File: src/rtl/sprite_row_drawer.sv
// Sprite row serializer: once per scanline, picks the glyph row for the beam and
// shifts it out across the sprite's span, with optional integer pixel replication.
module sprite_row_drawer #(
  parameter int SCALE    = 1,
  parameter int H_ACTIVE = 640
) (
  input  logic        clk,
  input  logic        rst_n,
  input  logic        pix_ce,
  input  logic        en,
  input  logic [9:0]  hcount,
  input  logic [9:0]  vcount,
  input  logic [9:0]  spr_x,
  input  logic [9:0]  spr_y,
  output logic [3:0]  rom_addr,
  input  logic [15:0] rom_data,
  output logic        pixel_on,
  output logic        busy
);

  localparam int         SH       = (SCALE == 4) ? 2 : (SCALE == 2) ? 1 : 0;
  localparam logic [1:0] REP_LAST = 2'(SCALE - 1);
  localparam logic [9:0] SPAN     = 10'(16 * SCALE);
  localparam logic [9:0] H_LIMIT  = 10'(H_ACTIVE);

  generate
    if (SCALE != 1 && SCALE != 2 && SCALE != 4) begin : g_bad_scale
      $error("sprite_row_drawer: SCALE must be 1, 2 or 4");
    end
  endgenerate

  typedef enum logic [1:0] {IDLE, DRAW, DONE} state_t;

  state_t      state_q, state_d;
  logic [3:0]  rom_addr_q, rom_addr_d;
  logic        pixel_on_q, pixel_on_d;
  logic        row_hit_q, row_hit_d;
  logic [9:0]  x_lat_q, x_lat_d;
  logic [15:0] shreg_q, shreg_d;
  logic [3:0]  col_q, col_d;
  logic [1:0]  rep_q, rep_d;
  logic        fix_q, fix_d;

  logic        line_start;
  logic [9:0]  dy;
  logic        hit_now;
  logic [15:0] shreg_eff;

  assign line_start = (hcount == 10'd0);
  assign dy         = vcount - spr_y;
  assign hit_now    = en && (vcount >= spr_y) && (dy < SPAN);
  // A DRAW entered at line start loaded a stale row; the fresh ROM word replaces it one clk later.
  assign shreg_eff  = fix_q ? rom_data : shreg_q;

  always_comb begin
    state_d    = state_q;
    rom_addr_d = rom_addr_q;
    pixel_on_d = pixel_on_q;
    row_hit_d  = row_hit_q;
    x_lat_d    = x_lat_q;
    shreg_d    = shreg_q;
    col_d      = col_q;
    rep_d      = rep_q;
    fix_d      = 1'b0;

    if (fix_q && !pix_ce) begin
      shreg_d = rom_data;
      if (state_q == DRAW) pixel_on_d = rom_data[15];
    end

    if (pix_ce) begin
      pixel_on_d = 1'b0;
      shreg_d    = shreg_eff;
      if (line_start) begin
        x_lat_d    = spr_x;
        row_hit_d  = hit_now;
        rom_addr_d = 4'(dy >> SH);
        state_d    = IDLE;
      end

      if (!en) begin
        state_d   = IDLE;
        row_hit_d = 1'b0;
      end else begin
        if (state_q == DRAW && !line_start) begin
          if (rep_q == REP_LAST) begin
            if (col_q == 4'd15) begin
              state_d = DONE;
            end else begin
              shreg_d    = {shreg_eff[14:0], 1'b0};
              col_d      = col_q + 4'd1;
              rep_d      = 2'd0;
              pixel_on_d = shreg_eff[14];
            end
          end else begin
            rep_d      = rep_q + 2'd1;
            pixel_on_d = shreg_eff[15];
          end
        end

        if ((state_q == IDLE || line_start) && row_hit_d && hcount == x_lat_d) begin
          state_d = DRAW;
          shreg_d = rom_data;
          rep_d   = 2'd0;
          col_d   = 4'd0;
          if (line_start) fix_d = 1'b1;
          else            pixel_on_d = rom_data[15];
        end
      end

      if (hcount >= H_LIMIT) pixel_on_d = 1'b0;
    end
  end

  always_ff @(posedge clk or negedge rst_n) begin
    if (!rst_n) begin
      state_q    <= IDLE;
      rom_addr_q <= 4'd0;
      pixel_on_q <= 1'b0;
      row_hit_q  <= 1'b0;
      x_lat_q    <= 10'd0;
      shreg_q    <= 16'd0;
      col_q      <= 4'd0;
      rep_q      <= 2'd0;
      fix_q      <= 1'b0;
    end else begin
      state_q    <= state_d;
      rom_addr_q <= rom_addr_d;
      pixel_on_q <= pixel_on_d;
      row_hit_q  <= row_hit_d;
      x_lat_q    <= x_lat_d;
      shreg_q    <= shreg_d;
      col_q      <= col_d;
      rep_q      <= rep_d;
      fix_q      <= fix_d;
    end
  end

  assign rom_addr = rom_addr_q;
  assign pixel_on = pixel_on_q;
  assign busy     = (state_q == DRAW);

endmodule

File: config.mk
export PLATFORM = sky130hd
export DESIGN_NAME = sprite_row_drawer
export DESIGN_NICKNAME = d
export VERILOG_FILES = /design/src/rtl/sprite_row_drawer.sv
export SDC_FILE = /design/constraint.sdc
export NUM_CORES = 1
export LEC_CHECK = 0
export CAP_MARGIN = 20
export CORE_AREA = 2 2 77 79
export CTS_CLUSTER_SIZE = 10
export DETAILED_ROUTE_END_ITERATION = 10
export DIE_AREA = 0 0 79 81
export PLACE_DENSITY = 0.9
export SYNTH_ARGS = -nofsm -noshare
export SYNTH_HDL_FRONTEND = slang
export SYNTH_SLANG_ARGS = --single-unit
File: constraint.sdc
create_clock -name clk -period 3.57 [get_ports clk]
set_input_delay 0.714 -clock clk [delete_from_list [all_inputs] [get_ports clk]]
set_output_delay 0.714 -clock clk [all_outputs]
set_load 0.01 [all_outputs]
Yosys cells after proc, flatten, opt, wreduce, memory -nomap -nowiden. Cells that the tools add are included.

Flip-flop bits (word level): 41. Bits in latches: 0. Bits in writable memories: 0. Bits in read-only memories: 0. Input bits: 60. Output and inout port bits: 6. Logic and storage cells: 81. Memories kept: 0.

Add/subtract/negate cells: 3. Multipliers: 0. Divide/modulo/power cells: 0. $lt $le $gt $ge: 3. Equal/unequal tests: 5. Shift-type cells: 0. Mux-type cells: 41. Bitwise gates (word level): 0. Reduce and logical (&&, ||, !) cells: 20.

Operator list (number): 16-bit 2-to-1 mux (8); 10-bit 2-to-1 mux (2); 2-bit 2-to-1 mux (10); 1-bit 2-to-1 mux (17); 4-bit 2-to-1 mux (4); 10-bit == test (1); 10-bit greater-or-equal comparator (1); 10-bit greater-or-equal comparator, second input constant (1); 10-bit logical NOT (1); 10-bit by 5-bit < comparator with 1-bit output, second input constant (1); 10-bit subtractor (1); 2-bit nonzero test (4); 1-bit logical AND (6); 5-bit AND reduction (1); 4-bit by 1-bit adder with 4-bit output, second input constant (1); 4-bit == test, second input constant (1); 2-bit logical NOT (2); 2-bit AND reduction (2); 4-bit AND reduction (1); 3-bit by 2-bit != test with 1-bit output, second input constant (1); 2-bit by 1-bit adder with 2-bit output, second input constant (1); 2-bit by 1-bit == test with 1-bit output, second input constant (1); 1-bit logical NOT (2); 2-bit by 1-bit != test with 1-bit output, second input constant (1); 1-bit logical OR (1).

Depth between registers and ports, before layout.
Depth after elaboration: 11. Gate-level depth with buffers: 14. Depth with buffers taken out: 12.

Least setup slack after synthesis. Ideal clock, no wire load.

Path type: in2reg. Start: in vcount[0]. End: reg shreg_q[10]. Setup time: 120 ps. Arrival time: 3065 ps. Data required time: 3450 ps. Setup slack: 384 ps. Stages: 14. Path buffers: 2. Cell sequence: inv_1 > ha_1 > inv_1 > fa_1 > a211oi_1 > nor2_1 > a21oi_1 > xor2_1 > and3_1 > a31oi_1 > or2_1 > clkbuf_1 > buf_6 > o211a_1.

Word-level cells in the longest chain between the ends: 10. Elaborated cells on any way between the ends: 12. Those cells by class: add/sub (1); order compare (2); mux (5); reduce/logical (4).

RTL lines: start, declared (line 12) `input logic [9:0] vcount,`; 10-bit subtractor / 10-bit greater-or-equal comparator (equally long branches) (line 50, 51); 10-bit by 5-bit < comparator with 1-bit output / 1-bit logical AND (equally long branches) (line 51) `assign hit_now = en && (vcount >= spr_y) && (dy < SPAN);`; 1-bit logical AND (*) (line 51); 1-bit 2-to-1 mux (*) (line 74) `if (line_start) begin`; 1-bit 2-to-1 mux (*) (line 71) `if (pix_ce) begin`; 1-bit logical AND (*) (2 in a row) (line 101) `if ((state_q == IDLE || line_start) && row_hit_d && hcount == x_lat_d) begin`; 16-bit 2-to-1 mux (*) (line 101); 16-bit 2-to-1 mux (*) (line 81) `if (!en) begin`; 16-bit 2-to-1 mux (*) (line 71); end signal, assigned (line 132) `shreg_q <= shreg_d;`; end, declared (line 39) `logic [15:0] shreg_q, shreg_d;`.

Every way passes the cells marked *; elsewhere a longest branch is shown, timed or not. The select of a mux whose other input is x is not followed. A chain may end at the register's enable or synchronous reset.

Worst setup path after layout.
Start: in spr_y[2]. End: reg shreg_q[10].

Word-level cells in the longest chain between the ends: 10. Elaborated cells on any way between the ends: 12. Those cells by class: add/sub (1); order compare (2); mux (5); reduce/logical (4).

RTL lines: start, declared (line 14) `input logic [9:0] spr_y,`; 10-bit subtractor / 10-bit greater-or-equal comparator (equally long branches) (line 50, 51); 10-bit by 5-bit < comparator with 1-bit output / 1-bit logical AND (equally long branches) (line 51); 1-bit logical AND (*) (line 51); 1-bit 2-to-1 mux (*) (line 74); 1-bit 2-to-1 mux (*) (line 71); 1-bit logical AND (*) (2 in a row) (line 101); 16-bit 2-to-1 mux (*) (line 101); 16-bit 2-to-1 mux (*) (line 81); 16-bit 2-to-1 mux (*) (line 71).

Marked as above.

==> results_dict.tcl <==
set metrics [dict create \
    synthFlopType "dfrtp_1" \
    dpl_cell_area_um2 3872 \
    first_global_vias 2846 \
    finClkSkew_ps 8.816 \
    leakage_nw 1.854 \
    grt_overflow 0 \
    cts_sinks 41 \
    syn_area_um2 2964 \
    criticalPathCategory "input port to flip-flop" \
    io_pins 66 \
    hpwl_um 5733 \
    die_x_um 79 \
    post_synth_xor_area_fraction_pct 1.182 \
    final_core_util_pct 71.05 \
    layout_min_cycle_time_ps 3395 \
    synthSimpleGateAreaFrac_pct 18.49 \
    design_area_um2 4033 \
    yosys.area.top_type_share_pct 34.61 \
    via_per_inst 5.795 \
    drive_gt1_share_pct 15.83 \
    setup_viol 0 \
    diodes 0 \
    antenna_found_initial 0 \
    syn_to_final_growth_pct 36.05 \
    cpPeakStageDelay_ps 460 \
    synthAdderAreaFrac_pct 6.163 \
    synth_compound_area_share_pct 23.60 \
    synthTopCellsByArea "dfrtp_1, mux2i_1, ha_1" \
    top_layer "met4" \
    hold_viol 0 \
    slew_violations 0 \
    cts_buffers 5 \
    pre_cts_ws_ps -251.8 \
    ys_seq_area_share_pct 34.61 \
    synth.avg_cell_area_um2 9.148 \
    path_max_fanout 7 \
    rows 28 \
    period_share_pct 95.09 \
    path_cells "clkdlybuf4s50_1, inv_1, ha_1, and3b_1, o21ai_0, a21oi_1, nor4_4, and3_1, a31oi_2, or2_4, buf_4, o211a_1" \
    vdd_drop_max_mv 0.2542 \
    wl_met3_um 470 \
    grt_max_degree 42 \
    ys_async_sr_fraction_pct 100.0 \
    start_kind "input port" \
    p_per_area_nw_per_um2 285.0 \
    fin_ws_ps 175.2 \
    antenna_left 0 \
    hp-class "flip-flop to flip-flop" \
    num_vias 2851 \
    cts_tree "built" \
    cp-end-kind "flip-flop" \
    die_h_um 81 \
    synth_top_family_by_area "compound AO/OA/AOI/OAI gates" \
    routed_wl_um 7665 \
    grt_usage_pct 24.61 \
    core_area_um2 5675 \
    port_buffers 65 \
    cts.hold.buffers_added 0 \
    post-cts-setup-buffer-count 0 \
    routabilityCongestion 0.8992 \
    routed-wl-met2_um 3875 \
    relSlewSlack_pct 34.71 \
    ys_types 59 \
    start_util_pct 52.23 \
    synthCells 324 \
    ys_seq_elements 41 \
    fmax_ghz 0.2946 \
    drcViolationCount 0 \
    clock_latency_ps 300 \
    clk_pin_slew_ps 80 \
    synth_top_area_cell "dfrtp_1" \
    firstDrtPassIters 6 \
    outcome "completed" \
    synthMuxAreaShare_pct 9.878 \
    final_net_count 490 \
    synth_edf_count 0 \
    rsz0062_at_grt "no" \
    worstPathArrival_ps 3590 \
    cp.required_ps 3760 \
    slowest_stage "clkdlybuf4s50_1" \
    cap_violations 0 \
    die_area_um2 6399 \
    wl_met1_um 3225 \
    cts_root_buf "clkbuf_8" \
    grt_pass1_wl_um 12570 \
    drtIter0Drc 181 \
    detail_route.wl_per_cell_um 15.58 \
    clk_path_buf_depth 2 \
    fill_cells 438 \
    htree_levels 2 \
    tightest_slew_ps 979.3 \
    synth_nets 398 \
    yosysWarningCount 0 \
]
==> per-stage QoR <==
stage          cells  total power (W)  hold WS, ps  setup TNS [ps]
2_1_floorplan    324        0.0006091        418.4               0
3_3_place_gp     483        0.0007441        466.3           -2038
3_5_place_dp     483        0.0007541        472.3           -4335
4_1_cts          491         0.001151        489.0               0
5_1_grt          492         0.001201        523.6               0
6_report         492         0.001149        489.9               0
==> final cells by class <==
cell class	count	area, µm²	share of cell area, %
clock buffers	6	82.58	2.048
well taps	75	93.84	2.327
flip-flops and latches	41	1026	25.44
multi-input cells	239	1787	44.31
repair buffers	96	882.1	21.87
inverters	33	123.9	3.072
clock inverters	2	37.54	0.9308
==> timing repair <==
item / CTS / global route
setup endpoints to repair: 0 / 23
gates resized for setup: 0 / 8
endpoints found under the hold margin: 0 / 0
==> layout by cell type, fill, tap and decap left out, drive strengths merged, types with 4 or more instances in the layout <==
| cell type | count |
|---|---|
| nand2 | 34 |
| clkdlybuf4s50 | 64 |
| a21o | 5 |
| buf | 32 |
| a211oi | 4 |
| mux2i | 18 |
| inv | 33 |
| clkbuf | 6 |
| a21oi | 11 |
| o211a | 11 |
| nor2 | 14 |
| nand2b | 4 |
| a31oi | 7 |
| ha | 13 |
| a221oi | 4 |
| nand4 | 4 |
| nor3 | 4 |
| nand3b | 14 |
| nor4 | 4 |
| o21ai | 22 |
| nand3 | 5 |
| dfrtp | 41 |
| mux2 | 10 |
==> registers in the layout (all words and copies together) (netlist names) <==
register   count
col_q          4
shreg_q       16
rep_q          2
x_lat_q       10
pixel_on       1
state_q        2
rom_addr       4
row_hit_q      1
fix_q          1
==> critical path, delay by kind of cell <==
kind | cells | cell delay [ps]
and+or+nand+nor | 4 | 1040
AOI/OAI and AO/OA | 4 | 840
buffers and inverters | 3 | 670
adders and majority gates | 1 | 320
==> Yosys cell counts, types with 3 or more instances <==
cell type and instances:
mux2i_1 18, nand2_1 34, a21o_1 5, a311oi_1 3, nand3b_1 14, o21ai_0 22, mux2_2 10, ha_1 13
o211a_1 11, a31oi_1 7, dfrtp_1 41, a21oi_1 11, and2_1 3, and3_1 3, nor3_1 4, nor2_1 14
a211oi_1 4, clkbuf_1 8, nand3_1 5, o22ai_1 3, inv_1 33, nand2b_1 4, a221oi_1 4
==> cells by family (layout without fill, tap and decap cells) <==
logic type / Yosys count / count (layout)
simple gates: 98 / 98
mux: 28 / 28
flops: 41 / 41
compound gates: 95 / 95
buf+inv: 44 / 137
fa+ha+maj: 14 / 14
xor+xnor: 4 / 4
==> where the power goes <==
group / switching [W] / leakage, nW / total (W) / internal [W]
clock: 0.000169 / 0.0574 / 0.000397 / 0.000227
combinational: 0.000126 / 1.24 / 0.000270 / 0.000144
sequential: 0.00000581 / 0.554 / 0.000483 / 0.000477
total: 0.000301 / 1.85 / 0.00115 / 0.000848
==> layer usage <==
metal,GRT usage [%],up-vias
met1,28.43,1357
li1,-,1376
met5,0,-
met4,7.414,0
met2,45.59,106
met3,5.444,12
==> worst paths after layout <==
| path | from | end | slack, ps | depth (start not counted) |
|---|---|---|---|---|
| setup / recovery | spr_y[2] | shreg_q[10] | 180 | 12 |
| hold / removal | x_lat_q[7] | x_lat_q[7] | 490 | 2 |
| setup reg to reg | x_lat_q[6] | shreg_q[4] | 1030 | 10 |
| hold reg to reg | x_lat_q[7] | x_lat_q[7] | 490 | 2 |
| max in group asynchronous | rst_n | rep_q[0] | 2440 | 1 |
| min in group asynchronous | rst_n | x_lat_q[4] | 550 | 1 |
No activity file was read; power rests on OpenSTA's default activity.
